**src/rtl/clkmon.sv**
```systemverilog
// Frequency/lock monitor: counts synchronised toggle transitions from a generated clock
// over a fixed gate window and qualifies a downstream reset once the clock is stable.
module clkmon #(
    parameter int GATE_CYCLES = 1000,
    parameter int EXPECT      = 200,
    parameter int TOLERANCE   = 2,
    parameter int STOP_CYCLES = 64,
    parameter int OK_WINDOWS  = 4,
    parameter int COUNT_WIDTH = 16
) (
    input  logic                   clk,
    input  logic                   reset_n,
    input  logic                   enable,
    input  logic                   mon_toggle,
    input  logic                   lost_lock_clr,
    output logic [COUNT_WIDTH-1:0] count,
    output logic                   count_valid,
    output logic                   freq_ok,
    output logic                   clk_stopped,
    output logic                   locked,
    output logic                   lost_lock,
    output logic                   out_reset
);

    localparam int GATE_W = (GATE_CYCLES > 1) ? $clog2(GATE_CYCLES) : 1;
    localparam int STOP_W = $clog2(STOP_CYCLES + 1);
    localparam int OK_W   = $clog2(OK_WINDOWS + 1);
    localparam int TOL_LO = (EXPECT > TOLERANCE) ? (EXPECT - TOLERANCE) : 0;
    localparam int TOL_HI = EXPECT + TOLERANCE;

    localparam logic [GATE_W-1:0] GATE_LAST = GATE_W'(GATE_CYCLES - 1);
    localparam logic [STOP_W-1:0] STOP_MAX  = STOP_W'(STOP_CYCLES);
    localparam logic [OK_W-1:0]   OK_LAST   = OK_W'(OK_WINDOWS - 1);

    typedef enum logic {UNLOCKED, LOCKED} state_t;

    function automatic logic [COUNT_WIDTH-1:0] sat_inc(input logic [COUNT_WIDTH-1:0] v,
                                                       input logic inc);
        if (inc && (v != '1)) return v + 1'b1;
        return v;
    endfunction

    function automatic logic in_tol(input logic [COUNT_WIDTH-1:0] c);
        logic [31:0] c32;
        c32 = 32'(c);
        return (c32 >= 32'(TOL_LO)) && (c32 <= 32'(TOL_HI));
    endfunction

    logic                   s1_q, s2_q, s3_q;
    logic                   tog_edge;
    logic [GATE_W-1:0]      gate_q;
    logic [COUNT_WIDTH-1:0] edge_cnt_q, edge_cnt_d;
    logic [STOP_W-1:0]      stop_q, stop_d;
    logic [COUNT_WIDTH-1:0] count_q;
    logic                   count_valid_q, freq_ok_q, clk_stopped_q;
    state_t                 state_q;
    logic [OK_W-1:0]        ok_cnt_q;
    logic                   locked_q, lost_lock_q;
    logic                   lock_loss;

    // The synchroniser keeps sampling while disabled so re-enable never sees a stale level.
    always_ff @(posedge clk or negedge reset_n) begin
        if (!reset_n) begin
            s1_q <= 1'b0;
            s2_q <= 1'b0;
            s3_q <= 1'b0;
        end else begin
            s1_q <= mon_toggle;
            s2_q <= s1_q;
            s3_q <= s2_q;
        end
    end

    assign tog_edge = s2_q ^ s3_q;

    always_comb begin
        edge_cnt_d = sat_inc(edge_cnt_q, tog_edge);
        stop_d     = stop_q;
        if (tog_edge)                stop_d = '0;
        else if (stop_q != STOP_MAX) stop_d = stop_q + 1'b1;
    end

    always_ff @(posedge clk or negedge reset_n) begin
        if (!reset_n) begin
            gate_q        <= '0;
            edge_cnt_q    <= '0;
            stop_q        <= '0;
            count_q       <= '0;
            count_valid_q <= 1'b0;
            freq_ok_q     <= 1'b0;
            clk_stopped_q <= 1'b0;
        end else if (!enable) begin
            gate_q        <= '0;
            edge_cnt_q    <= '0;
            stop_q        <= '0;
            count_q       <= '0;
            count_valid_q <= 1'b0;
            freq_ok_q     <= 1'b0;
            clk_stopped_q <= 1'b0;
        end else begin
            stop_q        <= stop_d;
            clk_stopped_q <= (stop_q == STOP_MAX) && !tog_edge;
            // The terminal cycle's own edge belongs to the closing window.
            if (gate_q == GATE_LAST) begin
                gate_q        <= '0;
                edge_cnt_q    <= '0;
                count_q       <= edge_cnt_d;
                count_valid_q <= 1'b1;
                freq_ok_q     <= in_tol(edge_cnt_d);
            end else begin
                gate_q        <= gate_q + 1'b1;
                edge_cnt_q    <= edge_cnt_d;
                count_valid_q <= 1'b0;
            end
        end
    end

    assign lock_loss = enable && (state_q == LOCKED) &&
                       (clk_stopped_q || (count_valid_q && !freq_ok_q));

    always_ff @(posedge clk or negedge reset_n) begin
        if (!reset_n) begin
            state_q     <= UNLOCKED;
            ok_cnt_q    <= '0;
            locked_q    <= 1'b0;
            lost_lock_q <= 1'b0;
        end else begin
            if (!enable) begin
                state_q  <= UNLOCKED;
                ok_cnt_q <= '0;
                locked_q <= 1'b0;
            end else begin
                case (state_q)
                    UNLOCKED: begin
                        if (clk_stopped_q) begin
                            ok_cnt_q <= '0;
                        end else if (count_valid_q) begin
                            if (!freq_ok_q) begin
                                ok_cnt_q <= '0;
                            end else if (ok_cnt_q == OK_LAST) begin
                                ok_cnt_q <= '0;
                                state_q  <= LOCKED;
                                locked_q <= 1'b1;
                            end else begin
                                ok_cnt_q <= ok_cnt_q + 1'b1;
                            end
                        end
                    end
                    LOCKED: begin
                        if (lock_loss) begin
                            ok_cnt_q <= '0;
                            state_q  <= UNLOCKED;
                            locked_q <= 1'b0;
                        end
                    end
                    default: begin
                        ok_cnt_q <= '0;
                        state_q  <= UNLOCKED;
                        locked_q <= 1'b0;
                    end
                endcase
                // A lock loss in the same cycle as a clear leaves the flag set.
                if (lock_loss)          lost_lock_q <= 1'b1;
                else if (lost_lock_clr) lost_lock_q <= 1'b0;
            end
        end
    end

    assign count       = count_q;
    assign count_valid = count_valid_q;
    assign freq_ok     = freq_ok_q;
    assign clk_stopped = clk_stopped_q;
    assign locked      = locked_q;
    assign lost_lock   = lost_lock_q;
    assign out_reset   = ~locked_q;

endmodule

```
**config.mk**
```make
export PLATFORM = sky130hd
export DESIGN_NAME = clkmon
export DESIGN_NICKNAME = d
export VERILOG_FILES = /design/src/rtl/clkmon.sv
export SDC_FILE = /design/constraint.sdc
export NUM_CORES = 1
export LEC_CHECK = 0
export BUFFER_PORTS_ARGS = -buffer_cell sky130_fd_sc_hd__clkbuf_2
export CORE_ASPECT_RATIO = 0.9
export CORE_UTILIZATION = 26
export CTS_CLUSTER_SIZE = 25
export DETAILED_ROUTE_END_ITERATION = 16
export GPL_TIMING_DRIVEN = 1
export PLACE_DENSITY = 0.49
export SYNTH_ARGS = -nofsm -noshare
export SYNTH_HDL_FRONTEND = slang
export SYNTH_SLANG_ARGS = --single-unit
```
**constraint.sdc**
```tcl
create_clock -name clk -period 2.7 [get_ports clk]
set_clock_uncertainty 0.05 [all_clocks]
set_input_delay 0 -clock clk [delete_from_list [all_inputs] [get_ports clk]]
set_output_delay 0 -clock clk [all_outputs]
set_load 0.03 [all_outputs]
```
# [After elaboration in Yosys (flattened, before gate mapping)]
# Index checks and enable logic that the tools add are counted.
[totals] mem_count=0 ff_bits=61 mem_bits_ro=0 ramBits=0 latchBits=0 input_bits=5
[classes] n_bitwise=3 n_div=0 add_sub_neg=4 n_mul=0 n_reduce_logical=13 magnitude_cmp=2 n_shift=0 mux=40 n_eq_ne=13
[ops] op="$mux W16" n=6
[ops] op="$mux W7" n=3
[ops] op="$mux W1" n=20
[ops] op="$mux W10" n=2
[ops] op="$mux W3" n=6
[ops] op="$add A16 B1 Y16 const B" n=1
[ops] op="$ge A16 B8 Y1 const B" n=1
[ops] op="$le A16 B8 Y1 const B" n=1
[ops] op="$ne A16 B16 Y1 const B" n=1
[ops] op="$ne A3 B3 Y1 const B" n=4
[ops] op="$add A10 B1 Y10 const B" n=1
[ops] op="$eq A10 B10 Y1 const B" n=1
[ops] op="$add A7 B1 Y7 const B" n=1
[ops] op="$eq A7 B7 Y1 const B" n=1
[ops] op="$ne A7 B7 Y1 const B" n=1
[ops] op="$logic_and A1 B1 Y1" n=6
[ops] op="$pmux W3 S2" n=1
[ops] op="$reduce_and A5 Y1" n=1
[ops] op="$ne A4 B4 Y1 const B" n=1
[ops] op="$pmux W1 S2" n=2
[ops] op="$reduce_and A2 Y1" n=2
[ops] op="$add A3 B1 Y3 const B" n=1
[ops] op="$eq A3 B2 Y1 const B" n=1
[ops] op="$ne A3 B1 Y1 const B" n=1
[ops] op="7 further kinds" n=9

# [Longest topological paths before layout]
# Gate-level depths: netlist of the first run.
[depth] word_depth=8 ltp_mapped=9 ltp_nobuf=8

# [Least setup slack after synthesis of the first run]
# OpenSTA, ideal clock, no wires.
[synth_path] kind="register -> register" startpoint="reg edge_cnt_q[0]" endpoint="reg freq_ok_q (netlist: freq_ok)" path_buffers=1 path_slack_ns=0.090 arrival_time_ns=2.475 stages_incl_launch_ff=10 period_less_slack_ns=2.610 path_cell_list="dfrtp_1 > ha_1 > and3_1 > buf_2 > nand2_1 > nor3_1 > xnor2_1 > or4b_1 > or4_1 > a32oi_1"
[synth_via] elab_chain_len=8 elab_cells_between_ends=11
[synth_rtl] element="from (decl)" line_no="52" rtl="logic [COUNT_WIDTH-1:0] edge_cnt_q, edge_cnt_d;"
[synth_rtl] element="from (signal assigned)" line_no="112" rtl="edge_cnt_q <= edge_cnt_d;"
[synth_rtl] element="parallel branches: the longest is 3 deep, another holds $add A16 B1 Y16"
[synth_rtl] element="$mux W16 (*)" line_no="40" rtl="return v;"
[synth_rtl] element="$ge A16 B8 Y1 or $le A16 B8 Y1 (tied branches)" line_no="46" rtl="return (c32 >= 32'(TOL_LO)) && (c32 <= 32'(TOL_HI));"
[synth_rtl] element="$logic_and A1 B1 Y1 (*)" line_no="46"
[synth_rtl] element="$mux W1 (*)" line_no="104" rtl="if (gate_q == GATE_LAST) begin"
[synth_rtl] element="$mux W1 (*)" line_no="92" rtl="end else if (!enable) begin"
[synth_rtl] element="to (signal assigned)" line_no="109" rtl="freq_ok_q <= in_tol(edge_cnt_d);"
[synth_rtl] element="to (decl)" line_no="55" rtl="logic count_valid_q, freq_ok_q, clk_stopped_q;"
# Mark *: on every way between the ends. The select of a mux whose other input is x is not followed.
# A chain may end at the register's enable or synchronous reset.

# [Worst setup path in the final report of the first run]
[layout_path] startpoint="reg edge_cnt_q[7]" endpoint="reg freq_ok_q (netlist: freq_ok)"
# Same word-level chain as after synthesis.

==> flow_summary.json, run 1 <==
{
  "outcome": "complete, but fails checks",
  "violations": "hold timing",
  "yosys_register_bits": 61,
  "min_path_type": "in2reg",
  "min_period_ps": 2520,
  "netSwitchingFraction": 0.218,
  "antenna_cells": 0,
  "async_reset_ff_frac": 1.00,
  "drc": 0,
  "dieArea_mm2": 0.0123,
  "criticalPathCategory": "reg2reg",
  "final_cells": 533,
  "cp-end-kind": "flop",
  "io_buffer_count": 26,
  "grt_max_degree": 32,
  "regArea_mm2": 0.00153,
  "antenna_found_initial": 0,
  "combPwrFrac": 0.058,
  "pwr-share-seq": 0.403,
  "netlist_area_mm2": 0.00309,
  "drive_gt1_frac": 0.210,
  "cts_made_buffers": 9,
  "tns_ps": 0,
  "grt_pass1_wl_um": 12100,
  "dieHeight_um": 105,
  "place_congestion": 0.849,
  "gr-total-overflow": 0,
  "die_w_um": 117,
  "reg2reg_slack_ps": 180,
  "yosysWarnings": 0,
  "layout_common_cells": "61 x dfrtp_1, 59 x nor2_1, 28 x nand2_1",
  "pin_count": 27,
  "wire_per_inst_um": 14.0,
  "fmax_ghz": 0.396,
  "arrival_ps": 2730,
  "via_per_inst": 4.67,
  "drt-initial-drc-count": 156,
  "critPathRequiredTime_ps": 2900,
  "clk_path_buf_depth": 2,
  "ys_seq_area_frac": 0.494,
  "ant_nets": 0,
  "internal_power_mw": 1.83,
  "rsz0062_at_grt": "false",
  "syn_area_per_cell_um2": 9.42,
  "nFillCells": 1205,
  "ys.flop_type": "dfrtp_1",
  "tightest_slew_ps": 779,
  "multi_input_area_mm2": 0.00150,
  "clockRootBuffer": "clkbuf_16",
  "cts_num_sinks": 61,
  "cts_tree": "done",
  "p_leak_nw": 1.68,
  "cap_violations": 0,
  "grt_usage": 0.130,
  "clk_latency_ps": 330,
  "std_cell_rows": 37,
  "powerDensity_mw_per_mm2": 602,
  "first_pass_iters": 4,
  "setup_viol": 0,
  "start_util": 0.268,
  "synth_area_leaders": "dfrtp_1 49%, nor2_1 7.3%, xnor2_1 4.5%",
  "vias": 2489,
  "yosys.area.top_type_share": 0.494,
  "path_max_fanout": 7,
  "peakVddDrop_mv": 0.279,
  "path_clk_slew_ps": 60,
  "worstSetupStartpointType": "flop",
  "area_delta_synth_final_pct": 25.8,
  "placed_cells": 512,
  "hold_viol": 2,
  "synth_edf_count": 0,
  "coreArea_mm2": 0.0115,
  "hpwl_um": 5230,
  "min_period_over_period": 0.935,
  "synth.largest_area_cell": "dfrtp_1",
  "netlist_instances": 328,
  "wl_um": 7450,
  "layout_commonest_cell": "dfrtp_1",
  "grt_pass1_vias": 2394,
  "maxSlewHeadroom": 0.481,
  "synth_cell_types": 50,
  "pwr-share-clk": 0.540,
  "syn_nets": 338,
  "power.switching_mw": 0.511,
  "final_max_slew_viol_count": 0,
  "finalNetCount": 382,
  "whs_ps": -7.25,
  "h-tree-depth": 3
}
==> worst max-delay path, stage by stage (launching register included) <==
cell and delay (ps):
dfrtp_1 460, and4_2 340, nand2_1 150, a211oi_4 280, nor2_1 90, or4b_1 510, or4_1 410, a32oi_1 150
==> metrics by stage <==
step	hold slack (ps)	area, µm²	power (mW)	setup WS [ps]	util
after floorplan	-346	3090	1.03	89.6	-
after global placement	69.2	3480	1.09	156	0.302
after detailed placement	75.1	3480	1.09	122	0.302
after CTS	12.1	3840	2.37	104	0.333
after global routing	20.9	3890	2.42	2.51	0.337
final	-7.25	3890	2.34	176	0.337
==> synth_stat cells, types with 6 or more instances <==
master / number
xor2_1: 8
inv_1: 8
clkbuf_1: 8
o21ai_0: 7
buf_2: 6
nand2_1: 28
nor3_1: 10
and3_1: 9
nand3_1: 15
nand4_1: 6
a21oi_1: 15
dfrtp_1: 61
xnor2_1: 16
a211oi_1: 13
nor2_1: 60
==> layer usage <==
metal | part of all wire | routed length, µm | track usage
met1 | 0.53 | 3980 | 0.183
met4 | 0.012 | 90 | 0.0407
met2 | 0.42 | 3110 | 0.187
met3 | 0.035 | 264 | 0.0397
met5 | 0 | 0 | 0
==> power by group through the flow <==
stage / combinational (mW) / clock [mW] / sequential, mW
floorplan: 0.0661 / 0 / 0.962
global placement: 0.134 / 0 / 0.957
detailed placement: 0.133 / 0 / 0.958
CTS: 0.137 / 1.29 / 0.942
global route: 0.152 / 1.33 / 0.945
finish: 0.135 / 1.26 / 0.943
==> kinds of logic after synthesis <==
kind of cell | after synthesis | synth area share
DFF | 61 | 0.494
AOI/OAI and AO/OA | 53 | 0.116
buffers and inverters | 25 | 0.0344
muxes | 3 | 0.0101
xor gates and xnor gates | 25 | 0.0733
and+or+nand+nor | 156 | 0.252
adders and majority gates | 5 | 0.0202
==> what timing repair did <==
item,4_1_cts,5_1_grt
hold endpoints to repair,31,0
hold buffers,3,0
resized for setup,0,7
setup endpoints to repair,0,1
setup buffers,0,2
==> flip-flops by register name, summed over array words and instances, names as in the netlist <==
signal / flops
s3_q: 1
s1_q: 1
locked: 1
stop_q: 7
clk_stopped: 1
count_valid: 1
ok_cnt_q: 3
lost_lock: 1
state_q: 1
freq_ok: 1
count: 16
edge_cnt_q: 16
s2_q: 1
gate_q: 10
==> final timing paths <==
check	from	end	depth (start not counted)
max	edge_cnt_q[7]$_DFF_PN0_	freq_ok$_DFFE_PN0P_	7
min	enable	lost_lock$_DFFE_PN0P_	3
max reg2reg	edge_cnt_q[7]$_DFF_PN0_	freq_ok$_DFFE_PN0P_	7
min reg2reg	s1_q$_DFF_PN0_	s2_q$_DFF_PN0_	0
max in group asynchronous	reset_n	edge_cnt_q[13]$_DFF_PN0_	3
min in group asynchronous	reset_n	count[14]$_DFFE_PN0P_	2
==> area by class of cell <==
class                      count  area share
sequential                    61       0.393
tap                          156      0.0502
clock inverter                 4      0.0180
inverter                       9     0.00869
clock buffer                  12      0.0660
timing repair buffer          49      0.0798
multi-input combinational    242       0.385
(Power assumes the default switching activity.)
==> run 2, diff against run 1 <==
RECOVER_POWER = 100   (was default)
SKIP_CTS_REPAIR_TIMING = 1   (was default)
==> flow_summary.json, run 2 (same netlist as run 1, synthesis figures left out) <==
{
  "setup_viol": 0,
  "worstSetupStartpointType": "flop",
  "wl_um": 7460,
  "powerDensity_mw_per_mm2": 608,
  "final_max_slew_viol_count": 32,
  "rsz0062_at_grt": "false",
  "std_cell_rows": 37,
  "clk_latency_ps": 330,
  "r2r_cells": 7,
  "antenna_cells": 0,
  "start_util": 0.268,
  "top_usage_layer": "met2",
  "pwr-share-seq": 0.404,
  "pwr-share-clk": 0.540,
  "cp_cell_sequence": "and4_2 > nand2_1 > a211oi_4 > nor2_1 > or4b_1 > or4_1 > a32oi_1",
  "place_congestion": 0.849,
  "layout_common_cells": "61 x dfrtp_1, 59 x nor2_1, 28 x nand2_1",
  "path_clk_slew_ps": 50,
  "ant_nets": 0,
  "internal_power_mw": 1.83,
  "multi_input_area_mm2": 0.00149,
  "grt_max_degree": 32,
  "grt_pass1_wl_um": 12100,
  "nFillCells": 1221,
  "vias": 2496,
  "path_max_fanout": 7,
  "arrival_ps": 2730,
  "via_per_inst": 4.68,
  "cts_num_sinks": 61,
  "antenna_found_initial": 0,
  "regArea_mm2": 0.00153,
  "gr-usage-met1": 0.184,
  "drt-initial-drc-count": 156,
  "clk_path_buf_depth": 2,
  "fmax_ghz": 0.396,
  "grtUsageMet2": 0.186,
  "p_leak_nw": 1.59,
  "slowest_delay_ps": 510,
  "grt_use_met3": 0.0397,
  "area_delta_synth_final_pct": 24.3,
  "path_delay_family": "simple AND/OR/NAND/NOR gates",
  "critPathBufInv": 0,
  "reg2reg_slack_ps": 170,
  "min_period_over_period": 0.936,
  "rr_endpoint": "freq_ok$_DFFE_PN0P_",
  "power.switching_mw": 0.510,
  "critPathRequiredTime_ps": 2900,
  "io_buffer_count": 26,
  "peakVddDrop_mv": 0.281,
  "drive_gt1_frac": 0.141,
  "worstReg2RegStart": "edge_cnt_q[7]$_DFF_PN0_",
  "h-tree-depth": 3,
  "hold_path_end": "lost_lock$_DFFE_PN0P_",
  "criticalPathCategory": "reg2reg",
  "violations": "hold timing, capacitance limit, slew limit",
  "pin_count": 27,
  "cp-end-kind": "flop",
  "final.setup.worst_slack_ps": 174,
  "placed_cells": 512,
  "dieHeight_um": 105,
  "gr-total-overflow": 0,
  "maxSlewHeadroom": -0.130,
  "die_w_um": 117,
  "cap_violations": 1,
  "coreArea_mm2": 0.0115,
  "min_path_cells": 3,
  "crit_slowest_cell": "or4b_1",
  "final_cells": 533,
  "finalNetCount": 382,
  "min_path_type": "in2reg",
  "hpwl_um": 5230,
  "clockRootBuffer": "clkbuf_16",
  "drc": 0,
  "hold_viol": 2,
  "tns_ps": 0,
  "final_core_util": 0.333,
  "cts_tree": "done",
  "total_power_mw": 2.34,
  "place_ws_ps": 122,
  "wire_per_inst_um": 14.0,
  "grt_usage": 0.130,
  "cts_made_buffers": 9,
  "worstHoldStart": "enable",
  "min_period_ps": 2530,
  "grt_pass1_vias": 2382,
  "dieArea_mm2": 0.0123,
  "outcome": "complete, but fails checks",
  "netSwitchingFraction": 0.218,
  "combPwrFrac": 0.056,
  "tightest_slew_ps": 1700,
  "first_pass_iters": 4,
  "layout_commonest_cell": "dfrtp_1",
  "crit_path_start": "edge_cnt_q[7]$_DFF_PN0_",
  "whs_ps": -7.10
}
run 2: cell types whose count changed in the layout (fill, tap and decap cells not counted):
| cell | delta |
|---|---|
| clkbuf_2 | -21 |
| nand4_1 | +1 |
| nand4_2 | -1 |
| clkbuf_1 | +25 |
| buf_4 | -4 |
run 2: worst max path at each step:
stage	end	slack [ps]	cells past startpoint
4_1_cts	freq_ok$_DFFE_PN0P_	100	7
3_3_place_gp	freq_ok$_DFFE_PN0P_	160	7
5_1_grt	freq_ok$_DFFE_PN0P_	2	7
3_5_place_dp	freq_ok$_DFFE_PN0P_	120	7
6_report	freq_ok$_DFFE_PN0P_	170	7
2_1_floorplan	freq_ok$_DFFE_PN0P_	90	9
run 2: worst register-to-register path, cell delays in order (launching register included):
cell	delay, ps
dfrtp_1	460
and4_2	340
nand2_1	150
a211oi_4	280
nor2_1	100
or4b_1	510
or4_1	420
a32oi_1	160
run 2: power by group through the flow:
stage / combinational, mW / sequential (mW) / clock [mW]
2_1_floorplan: 0.0661 / 0.962 / 0
3_3_place_gp: 0.134 / 0.957 / 0
3_5_place_dp: 0.133 / 0.958 / 0
4_1_cts: 0.134 / 0.942 / 1.29
5_1_grt: 0.149 / 0.945 / 1.33
6_report: 0.132 / 0.943 / 1.26
run 2: final cells by class:
| class | instances | area share |
|---|---|---|
| clock inverter | 4 | 0.0182 |
| sequential | 61 | 0.397 |
| tap | 156 | 0.0508 |
| multi-input combinational | 242 | 0.388 |
| inverter | 9 | 0.00879 |
| timing repair buffer | 49 | 0.0700 |
| clock buffer | 12 | 0.0668 |
run 2: routing by layer:
metal / up-vias / share of wire
met4: 0 / 0.012
met5: - / 0
met2: 42 / 0.42
li1: 1237 / -
met1: 1207 / 0.54
met3: 10 / 0.034
run 2: through the flow:
stage / hold slack [ps] / area (µm²)
floorplan: -346 / 3090
detailed placement: 75.1 / 3480
finish: -7.10 / 3840
CTS: -272 / 3810
global placement: 69.2 / 3480
global route: 20.9 / 3840
